<file path="src/rtl/dap_swd_xfer_ctrl.sv">
// rtl/dap_swd_xfer_ctrl.sv - SWD single-transfer controller with WAIT retry
//
// Takes one SWD register transfer request at a time, issues it to the SWD
// sequencer as a transfer command, retries on WAIT acks up to cfg_wait_retry
// times, and returns one response per request.
//
// Ports:
//   clk, resetn                    controller clock, async active-low reset
//   cfg_wait_retry                 max extra attempts after a WAIT ack
//   req_valid/req_ready            request handshake
//   req_apndp, req_rnw, req_addr,
//   req_wdata                      request fields (A[3:2] in req_addr)
//   rsp_valid/rsp_ready            response handshake
//   rsp_ack, rsp_rdata,
//   rsp_retries                    final ack, read data, WAIT retries used
//   seq_tx_valid, seq_tx_cmd,
//   seq_tx_data, seq_tx_full       command level interface to the sequencer
//   seq_rx_valid, seq_rx_flag,
//   seq_rx_data                    completion level interface from the sequencer
//
// Optional build macro DAP_XFER_MATCH_EN adds read-compare with reissue:
//   req_match, cfg_match_mask, cfg_match_retry inputs, rsp_mismatch output.

`ifndef SEQ_CMD_SWD_TRANSFER
`define SEQ_CMD_SWD_TRANSFER 4'h3
`endif

module dap_swd_xfer_ctrl #(
    parameter int GAP_CYCLES = 8,
    parameter int RETRY_W    = 16
) (
    input  logic               clk,
    input  logic               resetn,
    input  logic [RETRY_W-1:0] cfg_wait_retry,
`ifdef DAP_XFER_MATCH_EN
    input  logic               req_match,
    input  logic [31:0]        cfg_match_mask,
    input  logic [RETRY_W-1:0] cfg_match_retry,
    output logic               rsp_mismatch,
`endif
    input  logic               req_valid,
    output logic               req_ready,
    input  logic               req_apndp,
    input  logic               req_rnw,
    input  logic [1:0]         req_addr,
    input  logic [31:0]        req_wdata,
    output logic               rsp_valid,
    input  logic               rsp_ready,
    output logic [2:0]         rsp_ack,
    output logic [31:0]        rsp_rdata,
    output logic [RETRY_W-1:0] rsp_retries,
    output logic               seq_tx_valid,
    output logic [15:0]        seq_tx_cmd,
    output logic [63:0]        seq_tx_data,
    input  logic               seq_tx_full,
    input  logic               seq_rx_valid,
    input  logic [15:0]        seq_rx_flag,
    input  logic [63:0]        seq_rx_data
);

    localparam int GAP_W = (GAP_CYCLES > 2) ? $clog2(GAP_CYCLES) : 1;
    localparam logic [GAP_W-1:0] GAP_LOAD = GAP_W'(GAP_CYCLES - 1);
    localparam logic [2:0] ACK_OK   = 3'b001;
    localparam logic [2:0] ACK_WAIT = 3'b010;

    typedef enum logic [2:0] {
        ST_IDLE,
        ST_GAP,
        ST_ISSUE,
        ST_DECIDE,
        ST_RESP
    } state_t;

    state_t state, state_nxt;

    logic [GAP_W-1:0]   gap_cnt;
    logic [RETRY_W-1:0] retry_cnt;
    logic               lat_apndp;
    logic               lat_rnw;
    logic [1:0]         lat_addr;
    logic [31:0]        lat_wdata;
    logic               rx_prev;
    logic [2:0]         cap_ack;
    logic [31:0]        cap_data;
    logic               req_ready_d;
    logic               seq_tx_valid_d;
    logic               rsp_valid_d;
    logic               accept;
    logic               rx_rise;
    logic               wait_retry;
    logic               match_retry;

    // Upper flag/data bits carry nothing for a register transfer.
    logic unused_rx_bits;
    assign unused_rx_bits = &{1'b0, seq_rx_flag[15:3], seq_rx_data[63:32]};

    assign accept     = (state == ST_IDLE) && req_valid && req_ready;
    assign rx_rise    = seq_rx_valid && !rx_prev;
    // An all-ones counter can never be below the limit, so it saturates here.
    assign wait_retry = (cap_ack == ACK_WAIT) && (retry_cnt < cfg_wait_retry);

`ifdef DAP_XFER_MATCH_EN
    logic               lat_match;
    logic [RETRY_W-1:0] match_cnt;
    logic               cmp_fail;
    assign cmp_fail    = lat_match && lat_rnw && (cap_ack == ACK_OK) &&
                         (((cap_data ^ lat_wdata) & cfg_match_mask) != 32'd0);
    assign match_retry = cmp_fail && (match_cnt < cfg_match_retry);
`else
    assign match_retry = 1'b0;
`endif

    // State register
    always_ff @(posedge clk or negedge resetn) begin
        if (!resetn) begin
            state <= ST_IDLE;
        end else begin
            state <= state_nxt;
        end
    end

    // Next-state logic
    always_comb begin
        state_nxt = state;
        case (state)
            ST_IDLE:   if (accept) state_nxt = ST_GAP;
            // Sequencer completion must be low again so its next edge is fresh.
            ST_GAP:    if ((gap_cnt == '0) && !seq_rx_valid && !seq_tx_full)
                           state_nxt = ST_ISSUE;
            ST_ISSUE:  if (rx_rise) state_nxt = ST_DECIDE;
            ST_DECIDE: state_nxt = (wait_retry || match_retry) ? ST_GAP : ST_RESP;
            ST_RESP:   if (rsp_ready) state_nxt = ST_IDLE;
            default:   state_nxt = ST_IDLE;
        endcase
    end

    // Output decode; handshake outputs are registered from the next state so
    // they are glitch-free and read 0 while in reset.
    always_comb begin
        req_ready_d    = (state_nxt == ST_IDLE);
        seq_tx_valid_d = (state_nxt == ST_ISSUE);
        rsp_valid_d    = (state_nxt == ST_RESP);
    end

    always_ff @(posedge clk or negedge resetn) begin
        if (!resetn) begin
            req_ready    <= 1'b0;
            seq_tx_valid <= 1'b0;
            rsp_valid    <= 1'b0;
            seq_tx_cmd   <= '0;
            seq_tx_data  <= '0;
            rsp_ack      <= '0;
            rsp_rdata    <= '0;
            rsp_retries  <= '0;
            gap_cnt      <= '0;
            retry_cnt    <= '0;
            lat_apndp    <= 1'b0;
            lat_rnw      <= 1'b0;
            lat_addr     <= '0;
            lat_wdata    <= '0;
            rx_prev      <= 1'b0;
            cap_ack      <= '0;
            cap_data     <= '0;
`ifdef DAP_XFER_MATCH_EN
            lat_match    <= 1'b0;
            match_cnt    <= '0;
            rsp_mismatch <= 1'b0;
`endif
        end else begin
            req_ready    <= req_ready_d;
            seq_tx_valid <= seq_tx_valid_d;
            rsp_valid    <= rsp_valid_d;
            rx_prev      <= seq_rx_valid;

            if (accept) begin
                lat_apndp <= req_apndp;
                lat_rnw   <= req_rnw;
                lat_addr  <= req_addr;
                lat_wdata <= req_wdata;
                retry_cnt <= '0;
`ifdef DAP_XFER_MATCH_EN
                lat_match <= req_match;
                match_cnt <= '0;
`endif
            end

            if ((state_nxt == ST_GAP) && (state != ST_GAP)) begin
                gap_cnt <= GAP_LOAD;
            end else if ((state == ST_GAP) && (gap_cnt != '0)) begin
                gap_cnt <= gap_cnt - 1'b1;
            end

            // Command is loaded once on entry and held for the whole ISSUE.
            if ((state_nxt == ST_ISSUE) && (state != ST_ISSUE)) begin
                seq_tx_cmd  <= {`SEQ_CMD_SWD_TRANSFER, 8'd0, lat_addr, lat_rnw, lat_apndp};
                seq_tx_data <= {32'd0, lat_wdata};
            end

            if ((state == ST_ISSUE) && rx_rise) begin
                cap_ack  <= seq_rx_flag[2:0];
                cap_data <= seq_rx_data[31:0];
            end

            if (state == ST_DECIDE) begin
                if (wait_retry) begin
                    retry_cnt <= retry_cnt + 1'b1;
`ifdef DAP_XFER_MATCH_EN
                end else if (match_retry) begin
                    retry_cnt <= '0;
                    match_cnt <= match_cnt + 1'b1;
`endif
                end else begin
                    rsp_ack     <= cap_ack;
                    rsp_rdata   <= ((cap_ack == ACK_OK) && lat_rnw) ? cap_data : 32'd0;
                    rsp_retries <= retry_cnt;
`ifdef DAP_XFER_MATCH_EN
                    rsp_mismatch <= cmp_fail;
`endif
                end
            end
        end
    end

endmodule

</file>
<file path="config.mk">
export PLATFORM = sky130hd
export DESIGN_NAME = dap_swd_xfer_ctrl
export DESIGN_NICKNAME = d
export VERILOG_FILES = /design/src/rtl/dap_swd_xfer_ctrl.sv
export SDC_FILE = /design/constraint.sdc
export NUM_CORES = 1
export LEC_CHECK = 0
export CAP_MARGIN = 25
export CORE_MARGIN = 5
export CORE_UTILIZATION = 40
export DETAILED_ROUTE_END_ITERATION = 7
export DONT_BUFFER_PORTS = 1
export SYNTH_ARGS = -nofsm -noshare
export SYNTH_HDL_FRONTEND = slang
export SYNTH_SLANG_ARGS = --single-unit
</file>
<file path="constraint.sdc">
create_clock -name clk -period 2.21 [get_ports clk]
set_input_delay 0.442 -clock clk [delete_from_list [all_inputs] [get_ports clk]]
set_output_delay 0.442 -clock clk [all_outputs]
set_load 0.005 [all_outputs]
</file>
**After elaboration in Yosys (flattened, before gate mapping)**

Cells that the tools add are included.

- Shift operators: 0
- Mux-type cells: 12
- Bitwise logic cells: 1
- Divide/modulo/power cells: 0
- Reductions and logical operators: 20
- Equal/unequal tests: 11
- Add/sub/neg operators: 2
- Order comparisons: 1
- Multipliers: 0

Operators with widths:

| kind | count |
|---|---|
| 2-to-1 mux 16 bit | 3 |
| 2-to-1 mux 32 bit | 1 |
| 2-to-1 mux 3 bit | 7 |
| adder 16 x 1 -> 16 bit, second input constant | 1 |
| < comparator 16 bit | 1 |
| case mux 3 bit (5 select lines) | 1 |
| equality test 3 x 2 -> 1 bit, second input constant | 4 |
| logical AND 1 bit | 11 |
| equality test 3 x 1 -> 1 bit, second input constant | 3 |
| logical NOT 3 bit | 3 |
| equality test 3 bit, second input constant | 2 |
| logical NOT 1 bit | 3 |
| != test 3 x 1 -> 1 bit, second input constant | 1 |
| != test 3 x 2 -> 1 bit, second input constant | 1 |
| nonzero test 3 bit | 1 |
| subtractor 3 x 1 -> 3 bit, second input constant | 1 |
| AND reduction 2 bit | 1 |
| nonzero test 2 bit | 1 |
| inverter 1 bit | 1 |

- Bits of input ports: 138
- Memories: 0
- Bits in read-only memories: 0
- Bits in writable memories: 0
- Output and inout port bits: 134
- Register bits: 185
- Bits in latches: 0

**Longest topological paths before layout**

Gate-level depths: netlist of the first run.

- Depth in word-level cells: 8
- Depth in mapped cells: 9

**Worst setup path after synthesis of the first run**

No wires, ideal clock.

- Kind: input port to flip-flop
- Start: input port cfg_wait_retry[7]
- End: register rsp_retries[10]
- Path buffers: 2
- Setup time: 0.125 ns
- Arrival: 2.009 ns
- Setup slack: 0.076 ns
- Required time: 2.085 ns
- Stages on the path: 9
- Path through: inv_1 -> ha_1 -> nand3_1 -> nor3_1 -> a31oi_1 -> a21boi_1 -> buf_6 -> buf_6 -> mux2_4

- Longest elaborated chain between the ends: 4

Ends and longest elaborated chain:

| element | RTL line | RTL |
|---|---|---|
| from (decl) | 34 | `input logic [RETRY_W-1:0] cfg_wait_retry,` |
| < comparator 16 bit | 100 | `assign wait_retry = (cap_ack == ACK_WAIT) && (retry_cnt < cfg_wait_retry);` |
| logical AND 1 bit | 100 |  |
| inverter 1 bit (no source line) | n/a |  |
| AND reduction 2 bit (no source line) | n/a |  |
| to (signal assigned) | 215 | `rsp_retries <= retry_cnt;` |
| to (decl) | 51 | `output logic [RETRY_W-1:0] rsp_retries,` |

Every way passes these cells.
A chain may end at the register's enable or synchronous reset.

**Final worst setup path of the first run**

- Start: register retry_cnt[6]
- End: register rsp_retries[13]

- Longest elaborated chain between the ends: 4

Ends and longest elaborated chain:

| element | RTL line | RTL |
|---|---|---|
| from (decl) | 77 | `logic [RETRY_W-1:0] retry_cnt;` |
| from (signal assigned) | 206 | `retry_cnt <= retry_cnt + 1'b1;` |
| < comparator 16 bit | 100 |  |
| logical AND 1 bit | 100 |  |
| inverter 1 bit (no source line) | n/a |  |
| AND reduction 2 bit (no source line) | n/a |  |

Every way passes these cells.

==> out/results.txt, run 1 <==
Largest net degree at the start of global routing = 186
Sequential share of power = 52.0%
Setup CP Type = reg -> reg
Slew Limit Fails = 0
Num CTS Buffers = 17
FF-to-FF End = rsp_retries[13]
Layout Cells excl Fill = 1,035
Cell Count Post-Placement = 997
Nets = 908
Gr ovfl total = 0
First-pass GRT wire length = 29,700 µm
Num ports = 272
Post-DP HPWL = 12,900 µm
Die Span Y = 154 µm
DR iter-0 viols = 237
Hold Path Class = in -> async
Final wirelength = 18,600 µm
Crit share post-route = 97.9%
Hold_ws = -0.288 ns
Detailed-route DRC error count = 0
CP required = 2.52 ns
Max frequency = 462 MHz
Max_slew headroom = 65.9%
Routed Antenna Nets = 0
Number of synthesized register bits = 185
Static Leak = 4.69 nW
Number of global-route vias before repair = 5,496
PortBufs = 0
Width of the chip = 154 µm
CTS clk-pin slew, worst paths = 0.07 ns
Core Rows = 52
P_int = 7.46 mW
Comb pwr share = 18.3%
Post-Synth XOR/XNOR Area = 0.211%
Cells on worst reg2reg path = 8
H-tree depth = 4
Area leader, netlist = dfrtp_1
Final setup TNS = 0 ns
CP max FO = 5
Final Core Density = 47.1%
Yosys top cell area share = 55.7%
Overall die area = 23,800 µm²
Worst r2r src = retry_cnt[6]
Failing checks = negative hold slack
Flop2flop setup slack = 0.05 ns
Share of cells above drive strength 1 = 25.6%
CP arrival = 2.47 ns
Sequential cell area = 4630 µm²
Post-synth cell types = 54
Final WS setup = 0.0454 ns
Final setup vio count = 0
Drt pass-1 iters = 4
Antenna violations before repair = 1
Multiplexer area fraction after synthesis = 18.3%
Synth area leaders = dfrtp_1 (56%), mux2_2 (9.8%), nand2_1 (7.3%)
Wire per inst = 18.0 µm
Sw frac = 30.5%
Effective utilization at floorplan = 40.8%
Mapped Avg Cell Area = 11.6 µm²
CP Launch Type = register
Tot GR Track Use = 15.6%
Final hold violations = 185
CTS tree = done
Setup crit start = retry_cnt[6]
Clock power share = 29.7%
Final Skew = 0.0116 ns
Ant. Diodes = 0
Design area = 9580 µm²
CP max stage delay = 0.41 ns
Total Power = 10.7 mW
Compound-gate portion of the synthesized area = 2.36%
Ys flop type = dfrtp_1
Main combinational cell family by area after synthesis = multiplexers
Slowest CP cell = dfrtp_1
Area of the multi-input gates = 3380 µm²
Cell Area, Synth = 8310 µm²
DP Worst Slack = -0.177 ns
Number of flops mapped to enable cells by yosys = 0
Worst Tran Pin Value = 0.512 ns
CP endpoint kind = register
Cell Chain, Critical Path = ha_4, nand3_2, nor3_4, a31oi_4, a21boi_4, buf_12, buf_8, mux2_4
Placement Cell Area = 8720 µm²
CTS Buffer Depth = 2
Insertion delay to the later sink of the worst-skew pair = 0.42 ns
Power Dens Cells = 1120 nW/µm²
Vias = 5,065
RSZ-0062 raised after global routing = yes
Clk sinks = 185
Async SR Flop Fraction = 100%
Status = finished with violations
CORE AREA = 20,400 µm²
Max rail drop VDD = 615 µV
Synth-to-Final Area Change = 15.3%
# fillers = 1,833
Simple-gate portion of the synthesized area = 12.7%
Clock root buffer = clkbuf_16
Area share of fa/ha/maj cells after synthesis = 2.71%
Sequential area share after synthesis = 55.7%
Post-synthesis instance total = 718
Vias per Instance = 4.89
Synth warnings = 0
Global placement routability congestion = 0.837
Max_cap viols = 0
Switch Pwr = 3.28 mW
Period minus WS final = 2.16 ns
[cell families (layout without fill, tap and decap cells)]
kind of cell / count (synthesis) / after routing
AOI/OAI and AO/OA: 26 / 26
xor gates and xnor gates: 2 / 2
adders and majority gates: 18 / 18
buffers and inverters: 121 / 127
DFF: 185 / 185
muxes: 135 / 135
other: 1 / 42
and+or+nand+nor: 230 / 230
[layer usage]
metal  up-vias  wire length [µm]  track usage, %
met3        14              1680            6.43
met1      2530              7400            18.6
met2       157              9330            26.1
li1       2364                 -               -
met5         -                 0               0
met4         0               198            4.25
[area by class of cell]
| class | count | area share (%) |
|---|---|---|
| Multi-Input combinational cell | 453 | 35.2 |
| Tap cell | 270 | 3.52 |
| Timing Repair Buffer | 45 | 4.52 |
| Sequential cell | 185 | 48.3 |
| Inverter | 50 | 1.96 |
| Clock buffer | 18 | 4.58 |
| Clock inverter | 14 | 1.88 |
[registers in the layout, indices dropped and copies added (netlist names)]
name and cells:
rsp_valid 1, lat_wdata 32, lat_apndp 1, lat_rnw 1, cap_data 32, req_ready 1
seq_tx_cmd 5, seq_tx_data 32, state 3, rsp_ack 3, lat_addr 2, gap_cnt 3
seq_tx_valid 1, rx_prev 1, rsp_rdata 32, cap_ack 3, retry_cnt 16, rsp_retries 16
[synthesized netlist by cell type (all sizes together), types with 2 or more instances]
cell	instances
a21oi	7
and2	3
and3	6
and4	5
buf	59
clkbuf	12
dfrtp	185
ha	18
inv	50
mux2	90
mux2i	45
nand2	163
nand2b	9
nand3	14
nand3b	2
nand4	8
nor2	2
nor2b	2
nor3	7
nor4b	2
o211ai	2
o21ai	4
o31ai	2
or3	2
[layout by cell type (no fill, tap or decap), types with 2 or more instances in the layout]
| cell type | netlist | final |
|---|---|---|
| dfrtp_1 | 185 | 185 |
| nand2_1 | 162 | 160 |
| mux2_2 | 72 | 72 |
| inv_1 | 50 | 50 |
| mux2i_1 | 45 | 45 |
| conb_1 | 1 | 42 |
| buf_4 | 47 | 36 |
| clkbuf_16 | 0 | 18 |
| mux2_4 | 16 | 16 |
| nand3_1 | 14 | 13 |
| ha_1 | 18 | 10 |
| nand2b_1 | 9 | 9 |
| nand4_1 | 8 | 8 |
| ha_4 | 0 | 8 |
| a21oi_1 | 7 | 7 |
| and3_1 | 6 | 6 |
| nor3_1 | 7 | 5 |
| buf_12 | 0 | 5 |
| inv_8 | 0 | 4 |
| nand2_2 | 1 | 3 |
| and4_1 | 4 | 3 |
| clkinv_4 | 0 | 3 |
| and4_4 | 1 | 2 |
| o21ai_2 | 0 | 2 |
| nor2b_1 | 2 | 2 |
| nor4b_4 | 1 | 2 |
| and2_1 | 2 | 2 |
| o211ai_1 | 2 | 2 |
| nand3b_1 | 2 | 2 |
| mux2_1 | 2 | 2 |
| bufinv_16 | 0 | 2 |
| inv_6 | 0 | 2 |
| clkinvlp_4 | 0 | 2 |
| buf_6 | 3 | 2 |
[worst max path at each step]
stage	to	slack (ns)	cells past startpoint
finish	rsp_retries[13]	0.05	8
floorplan	rsp_retries[10]	0.08	9
global route	rsp_retries[13]	-0.02	8
detailed placement	rsp_rdata[13]	-0.18	9
CTS	rsp_rdata[30]	0.003	8
global placement	rsp_rdata[4]	-0.10	9
[critical path: cells and delay by family (launching register included)]
| family | cells | cell delay [ns] |
|---|---|---|
| adders and majority gates | 1 | 0.29 |
| and+or+nand+nor | 2 | 0.38 |
| DFF | 1 | 0.41 |
| buffers and inverters | 2 | 0.29 |
| AOI/OAI and AO/OA | 2 | 0.38 |
| muxes | 1 | 0.29 |
[repair_timing]
action / CTS / global route
pin swaps: 2 / 9
setup buffers: 0 / 7
cloned: 0 / 1
endpoints found under the hold margin: 185 / 185
gates resized for setup: 3 / 26
setup endpoints to repair: 47 / 62
[power by group through the flow]
| stage | clock [mW] | combinational [mW] | sequential (mW) |
|---|---|---|---|
| after floorplan | 0 | 1.61 | 5.31 |
| after detailed placement | 0 | 1.94 | 5.68 |
| after global placement | 0 | 1.82 | 5.61 |
| after CTS | 3.29 | 1.95 | 5.63 |
| after global routing | 3.47 | 2.23 | 5.77 |
| final | 3.19 | 1.96 | 5.59 |
Note: power is estimated with default switching activity, not from simulation.
==> run 2, diff against run 1 <==
- PLACE_DENSITY: unset -> 0.55
==> run 2 against run 1 <==
The run still ends with negative hold slack left. Highest routed layer is now met5. Largest power group unchanged. Clock skew grew 0.0033 ns. Worst hold slack got worse by 0.0047 ns. Critical endpoint is now rsp_retries[15]. Non-clock buffer count unchanged.
==> out/results.txt, run 2 (same netlist as run 1, synthesis figures left out) <==
Clock root buffer = clkbuf_16
Global placement routability congestion = 0.775
Max frequency = 466 MHz
CORE AREA = 20,400 µm²
Overall die area = 23,800 µm²
Setup CP Type = reg -> reg
Clk sinks = 185
Final wirelength = 18,300 µm
Max_slew headroom = 58.7%
CP max FO = 6
CP arrival = 2.45 ns
Static Leak = 4.73 nW
RSZ-0062 raised after global routing = yes
Final Skew = 0.0149 ns
Insertion delay to the later sink of the worst-skew pair = 0.42 ns
H-tree depth = 4
Largest net degree at the start of global routing = 186
Final Core Density = 47.1%
Worst Tran Pin Value = 0.619 ns
Antenna violations before repair = 1
Most frequent cells in the layout = dfrtp_1 (185), nand2_1 (161), mux2_2 (72)
First-pass GRT wire length = 29,400 µm
Num ports = 272
# fillers = 1,838
Max_cap viols = 0
Hold Path Class = in -> async
DR iter-0 viols = 217
Drt pass-1 iters = 4
Cells on worst reg2reg path = 8
Area of the multi-input gates = 3320 µm²
Number of global-route vias before repair = 5,325
CP required = 2.51 ns
Vias = 5,096
Placement Cell Area = 8730 µm²
Hold_ws = -0.293 ns
Effective utilization at floorplan = 40.8%
Tot GR Track Use = 15.4%
Width of the chip = 154 µm
Post-DP HPWL = 12,600 µm
Die Span Y = 154 µm
CTS tree = done
Max rail drop VDD = 530 µV
Core Rows = 52
Synth-to-Final Area Change = 15.4%
Final setup vio count = 0
Share of cells above drive strength 1 = 24.7%
Vias per Instance = 4.92
Layout Cells excl Fill = 1,035
Failing checks = negative hold slack
Num CTS Buffers = 17
Crit share post-route = 97.1%
Gr ovfl total = 0
Commonest non-fill, non-tap cell in the layout = dfrtp_1
Detailed-route DRC error count = 0
Ant. Diodes = 0
Sequential cell area = 4630 µm²
Slew Limit Fails = 0
Design area = 9600 µm²
Status = finished with violations
CTS clk-pin slew, worst paths = 0.07 ns
Period minus WS final = 2.15 ns
CTS Buffer Depth = 2
Nets = 908
PortBufs = 0
Power Dens Cells = 1130 nW/µm²
Final hold violations = 185
Wire per inst = 17.7 µm
Routed Antenna Nets = 0
CP Launch Type = register
CP endpoint kind = register
Cell Count Post-Placement = 995
==> run 2: cell count changes in the layout (fill, tap and decap cells not counted), moves of 2 or more <==
cell,change
clkbuf_16,+2
inv_6,+2
ha_1,+5
o21ai_2,-2
o21ai_1,+2
buf_4,-3
ha_4,-5
==> run 2: worst max-delay path, stage by stage, from the launching register on <==
cell       delay [ns]
dfrtp_1          0.41
ha_4             0.29
and4_4           0.23
and2_4           0.18
a31oi_4          0.09
a21boi_4         0.27
buf_6            0.14
clkbuf_16        0.14
mux2_4           0.29
==> run 2: path summary, 6_finish.rpt <==
kind	startpoint	slack, ns	endpoint
hold reg to reg	lat_wdata[31]	0.47	lat_wdata[31]
setup reg to reg	retry_cnt[15]	0.06	rsp_retries[15]
min in group clk	seq_rx_valid	0.05	rx_prev
max in group asynchronous	resetn	2.32	rsp_rdata[31]
setup / recovery	retry_cnt[15]	0.06	rsp_retries[15]
hold / removal	resetn	-0.29	rsp_retries[9]
==> run 2: report_power, final <==
part	switching, mW	total [mW]	internal [mW]
sequential	0.949	5.60	4.65
combinational	0.906	1.98	1.07
clock	1.41	3.24	1.83
==> run 2: layout make-up <==
class	instances	area share (%)
clock inverters	15	2.14
inverters	50	1.96
clock buffers	17	4.43
flip-flops and latches	185	48.2
repair buffers	45	5.14
well taps	270	3.52
multi-input cells	453	34.6
==> run 2: metal layers <==
metal | track usage [%] | up-vias | part of all wire (%)
li1 | - | 2372 | -
met1 | 19.2 | 2529 | 42
met2 | 24.6 | 169 | 47
met3 | 6.48 | 24 | 9.2
met4 | 4.79 | 2 | 1.9
met5 | 0 | - | 0.077
==> run 2: what timing repair did <==
item	CTS	global route
setup endpoints to repair	22	57
cloned	0	4
resized for setup	3	16
setup buffers	0	4
pin swaps	1	7
endpoints found under the hold margin	185	185
==> run 2: through the flow <==
step / power (mW) / hold slack (ns) / setup TNS, ns / worst slack, ns
6_report: 10.8 / -0.293 / 0 / 0.0649
5_1_grt: 11.6 / -0.322 / -0.0866 / -0.0197
3_5_place_dp: 7.63 / 0.152 / -4.26 / -0.147
4_1_cts: 10.9 / -0.311 / 0 / 0.00136
3_3_place_gp: 7.44 / 0.152 / -2.27 / -0.0775
2_1_floorplan: 6.92 / 0.146 / 0 / 0.0763
